File: config.mk
export PLATFORM = sky130hd
export DESIGN_NAME = wb_mem_arbiter
export DESIGN_NICKNAME = d
export VERILOG_FILES = /design/src/rtl/wb_mem_arbiter.sv
export SDC_FILE = /design/constraint.sdc
export NUM_CORES = 1
export LEC_CHECK = 0
export ABC_AREA = 0
export CELL_PAD_IN_SITES_DETAIL_PLACEMENT = 0
export CELL_PAD_IN_SITES_GLOBAL_PLACEMENT = 1
export CORE_ASPECT_RATIO = 1.4
export CORE_MARGIN = 2
export CORE_UTILIZATION = 12
export DETAILED_ROUTE_END_ITERATION = 7
export PLACE_DENSITY_LB_ADDON = 0.12
export SETUP_SLACK_MARGIN = 0.2
export SYNTH_ARGS = -nofsm -noshare
export SYNTH_HDL_FRONTEND = slang
export SYNTH_SLANG_ARGS = --single-unit
export TNS_END_PERCENT = 100
File: constraint.sdc
create_clock -name clk -period 3.3 [get_ports clk]
set_clock_uncertainty 0.1 [all_clocks]
set_input_delay 0.495 -clock clk [delete_from_list [all_inputs] [get_ports clk]]
set_output_delay 0.495 -clock clk [all_outputs]
set_load 0.01 [all_outputs]
File: src/rtl/wb_mem_arbiter.sv
// wb_mem_arbiter: two-master round-robin arbiter in front of one wishbone
// memory slave. The owner keeps the grant for its whole cyc, so bursts
// are never split, and at least one idle cycle separates owners.
// Optional stalled-strobe timeout: define WB_MEM_ARB_TIMEOUT_EN.
module wb_mem_arbiter #(
   parameter int ADDR_WIDTH     = 32,
   parameter int DATA_WIDTH     = 32,
   parameter int TIMEOUT_CYCLES = 1024
) (
   input  logic                    clk,
   input  logic                    rst,
   input  logic                    i_m0_we,
   input  logic                    i_m0_stb,
   input  logic                    i_m0_cyc,
   input  logic [DATA_WIDTH/8-1:0] i_m0_sel,
   input  logic [ADDR_WIDTH-1:0]   i_m0_adr,
   input  logic [DATA_WIDTH-1:0]   i_m0_dat,
   output logic [DATA_WIDTH-1:0]   o_m0_dat,
   output logic                    o_m0_ack,
   output logic                    o_m0_int,
   input  logic                    i_m1_we,
   input  logic                    i_m1_stb,
   input  logic                    i_m1_cyc,
   input  logic [DATA_WIDTH/8-1:0] i_m1_sel,
   input  logic [ADDR_WIDTH-1:0]   i_m1_adr,
   input  logic [DATA_WIDTH-1:0]   i_m1_dat,
   output logic [DATA_WIDTH-1:0]   o_m1_dat,
   output logic                    o_m1_ack,
   output logic                    o_m1_int,
   output logic                    o_s_we,
   output logic                    o_s_stb,
   output logic                    o_s_cyc,
   output logic [DATA_WIDTH/8-1:0] o_s_sel,
   output logic [ADDR_WIDTH-1:0]   o_s_adr,
   output logic [DATA_WIDTH-1:0]   o_s_dat,
   input  logic [DATA_WIDTH-1:0]   i_s_dat,
   input  logic                    i_s_ack,
   input  logic                    i_s_int,
   output logic [1:0]              o_grant,
   output logic                    o_timeout
);

   typedef enum logic [1:0] {IDLE, GNT0, GNT1} state_t;

   state_t state;
   state_t state_nxt;
   logic   r_last;
   logic   to_hit;

   // Next owner: a sole requester wins; on a tie the master not served last wins.
   always_comb begin
      state_nxt = state;
      case (state)
         IDLE: begin
            if (i_m0_cyc && (!i_m1_cyc || r_last))
               state_nxt = GNT0;
            else if (i_m1_cyc)
               state_nxt = GNT1;
         end
         GNT0: if (!i_m0_cyc) state_nxt = IDLE;
         GNT1: if (!i_m1_cyc) state_nxt = IDLE;
         default: state_nxt = IDLE;
      endcase
   end

   // Arbiter state, last-served master and registered one-hot grant.
   always_ff @(posedge clk) begin
      if (rst) begin
         state   <= IDLE;
         r_last  <= 1'b1;
         o_grant <= '0;
      end else begin
         state   <= state_nxt;
         o_grant <= {state_nxt == GNT1, state_nxt == GNT0};
         if (state == GNT0 && state_nxt == IDLE)
            r_last <= 1'b0;
         else if (state == GNT1 && state_nxt == IDLE)
            r_last <= 1'b1;
      end
   end

`ifdef WB_MEM_ARB_TIMEOUT_EN
   logic [31:0] r_to_cnt;
   logic        owner_req;
   logic        stalled;

   // Owner currently presenting a strobe inside its cycle.
   always_comb begin
      owner_req = 1'b0;
      case (state)
         GNT0:    owner_req = i_m0_cyc & i_m0_stb;
         GNT1:    owner_req = i_m1_cyc & i_m1_stb;
         default: owner_req = 1'b0;
      endcase
   end

   assign stalled = owner_req & ~i_s_ack;
   assign to_hit  = stalled && (r_to_cnt == 32'(TIMEOUT_CYCLES - 1));

   // Stall counter; the forced ack counts as a completed beat and restarts it.
   always_ff @(posedge clk) begin
      if (rst || !stalled || to_hit || (state_nxt != state))
         r_to_cnt <= '0;
      else
         r_to_cnt <= r_to_cnt + 32'd1;
   end
`else
   assign to_hit = 1'b0;
`endif

   assign o_timeout = to_hit;
   assign o_m0_int  = i_s_int;
   assign o_m1_int  = i_s_int;

   // Route the owner's bus to the slave and the slave response back to the owner.
   always_comb begin
      o_s_we   = 1'b0;
      o_s_stb  = 1'b0;
      o_s_cyc  = 1'b0;
      o_s_sel  = '0;
      o_s_adr  = '0;
      o_s_dat  = '0;
      o_m0_ack = 1'b0;
      o_m0_dat = '0;
      o_m1_ack = 1'b0;
      o_m1_dat = '0;
      case (state)
         GNT0: begin
            o_s_we   = i_m0_we;
            o_s_stb  = i_m0_stb & ~to_hit;
            o_s_cyc  = i_m0_cyc;
            o_s_sel  = i_m0_sel;
            o_s_adr  = i_m0_adr;
            o_s_dat  = i_m0_dat;
            o_m0_ack = i_s_ack | to_hit;
            o_m0_dat = to_hit ? '0 : i_s_dat;
         end
         GNT1: begin
            o_s_we   = i_m1_we;
            o_s_stb  = i_m1_stb & ~to_hit;
            o_s_cyc  = i_m1_cyc;
            o_s_sel  = i_m1_sel;
            o_s_adr  = i_m1_adr;
            o_s_dat  = i_m1_dat;
            o_m1_ack = i_s_ack | to_hit;
            o_m1_dat = to_hit ? '0 : i_s_dat;
         end
         default: ;
      endcase
   end

endmodule
==> results.toml <==
[setup_path]
startpoint_type = "flip-flop"
crit_path_end_kind = "output pin"
path_class = "flip-flop to output pin"
max_stage_delay_ps = 600
slowest_stage = "clkdlybuf4s50_1"
crit_fanout = 50
crit_chain = "inv_1 > ha_4 > buf_12 > nor2b_1 > clkdlybuf4s50_1"
critical_path_arrival_ps = 2250
crit_required_ps = 2700

[placed_design]
place_hpwl_um = 10800
port-buffer-count = 315
gp_congestion = 0.768

[finish]
drive_above_1_share_pct = 2.99
final_net_count = 751
syn_to_final_growth_pct = 196
utilization_pct = 35.9
fill_cells = 1582

[timing]
maxSlewViolCount = 0
setup_tns_ps = 0
fmax_ghz = 0.352
setup_viol_count_final = 0
relSlewSlack_pct = 61.6
tightest_slew_ps = 576
fin_crit_sh_pct = 86.1
rsz0062_at_grt = "no"
finalHoldViolCount = 0
period_needed_ps = 2840

[yosys]
synth_fp_nets = 455
synth_cells = 273
ys_ff_latch = 5
async_flop_share_pct = 0
seq_area_frac_synth_pct = 5.54
ys_warn_count = 0
netlist_area_um2 = 1810
synth_ff_type = "dfxtp_1"
syn_area_per_cell_um2 = 6.61
synth_edf_count = 0
ys_types = 21

[grt]
grt_start_max_net_pins = 51
antenna_found_initial = 1
grtUsageTotal_pct = 15.0
grt_pass1_wl_um = 18400
grt_pass1_vias = 3211
globalRoute.totalOverflow = 0

[power_and_ir_drop]
power_frac_comb_pct = 78.9
power_density_nw_per_um2 = 248
power_leakage_nw = 1.78
p_int_uw = 857
seq_power_share_pct = 5.9
switching_power_uw = 467
irDropWorstVdd_uv = 183
p_clk_share_pct = 15.2
p_sw_share_pct = 35.3

[drt]
wl_um = 13500
routedWlPerCell_um = 17.7
drt-initial-drc-count = 103
viasPerCell = 4.14
detail-route-antenna-nets = 0
drc_errors = 0
dr.pass1.iters = 4
vias = 3148

[floorplanning]
start_util_pct = 12.2
ios = 320
design.core.area_um2 = 14900
dieArea_um2 = 16100
placementRows = 53
die_w_um = 108
fp.dieH_um = 149

[status]
outcome = "complete, no violations"

[clock_tree]
h-tree-depth = 1
cts-buffers-inserted = 3
clock_sinks = 5
cts.clk_slew.worst_paths_ps = 30
tritoncts = "built"
cts_buffer_depth = 2
cts_root_buffer = "clkbuf_16"
worstSkewPairLatency_ps = 230

[worst_hold_path]
hold_path_class = "flip-flop to flip-flop"

[flow_run]
max_cap_viol_count = 0
[logic make-up after synthesis]
logic type                 share of synthesized area [%]
DFF                                                 5.54
and+or+nand+nor                                     51.3
AOI/OAI and AO/OA                                   31.9
adders and majority gates                           2.77
other                                              0.208
buffers and inverters                               8.25
[sequential cells by signal, indices dropped and copies added, names as in the netlist]
name     flops
o_grant      2
r_last       1
state        2
[stage by stage]
stage                     instance area [um^2]  total power [mW]  hold slack [ps]  worst slack (ps)  std cells
final                                     5340              1.32              599               457        761
after global routing                      5340              1.42              656               307        760
after CTS                                 5270              1.32              615               251        758
after detailed placement                  5190              1.11              602               513        754
after global placement                    5190              1.11              595               549        754
after floorplan                           1810             0.500              479              1110        273
[metal layers]
metal	vias to the layer above	track usage (%)	share of wire, %
li1	1534	-	-
met1	1386	15.2	34
met2	212	26.4	48
met3	16	8.56	16
met4	0	3.53	1.9
met5	-	0	0
[timing repair]
item | in CTS | in global routing
setup buffers | 0 | 2
hold buffers | 0 | 0
endpoints found under the setup margin | 0 | 9
resized for setup | 0 | 1
[final timing paths]
path	start	end	slack, ps	cells after the start
worst max register to register	state[1]	o_grant[1]	1050	6
worst min register to register	r_last	r_last	600	4
worst max-delay path	state[0]	o_s_stb	460	5
worst min-delay path	r_last	r_last	600	4
[power groups by stage]
stage | Clock [mW] | Sequential [mW] | Combinational [mW]
floorplan | 0 | 0.0769 | 0.423
global placement | 0 | 0.0786 | 1.03
detailed placement | 0 | 0.0787 | 1.03
CTS | 0.204 | 0.0782 | 1.04
global route | 0.208 | 0.0794 | 1.13
finish | 0.201 | 0.0780 | 1.05
[cell type report]
type / instances / area [um^2] / area share [%]
flip-flops and latches: 5 / 100 / 1.87
diodes: 1 / 2.50 / 0.0469
multi-input cells: 232 / 1590 / 29.9
clock buffers: 4 / 78.8 / 1.48
repair buffers: 325 / 3320 / 62.1
inverters: 2 / 7.51 / 0.141
well taps: 192 / 240 / 4.50
[cells in the mapped netlist, types with 2 or more instances]
cell	n	area, um^2
buf_4	3	22.5
ha_1	4	50.1
buf_2	2	10.0
clkbuf_1	29	109
a22oi_1	70	526
dfxtp_1	5	100
inv_1	2	7.51
nor2b_1	72	450
a21oi_1	2	10.0
nor2_1	3	11.3
and2_1	70	438
nor3_1	2	10.0
[worst max-delay path, delay by kind of cell, from the launching register on]
family | cells | cell delay, ps
buffers and inverters | 3 | 980
adder cells (fa/ha/maj) | 1 | 420
flip-flops | 1 | 430
AND/OR/NAND/NOR | 1 | 180
[layout by cell type, fill, tap and decap left out, drive strengths merged]
cell type      instances
nand2                  1
nor3                   2
and2                  70
a22o                   1
a211oi                 1
dfxtp                  5
diode                  1
a22oi                 70
a221oi                 1
ha                     4
nor2                   3
a31oi                  1
buf                    9
and3                   1
nor2b                 72
inv                    2
a222oi                 1
or2                    1
clkbuf                 5
conb                   1
a21oi                  2
clkdlybuf4s50        315
No activity file was read; power rests on OpenSTA's default activity.
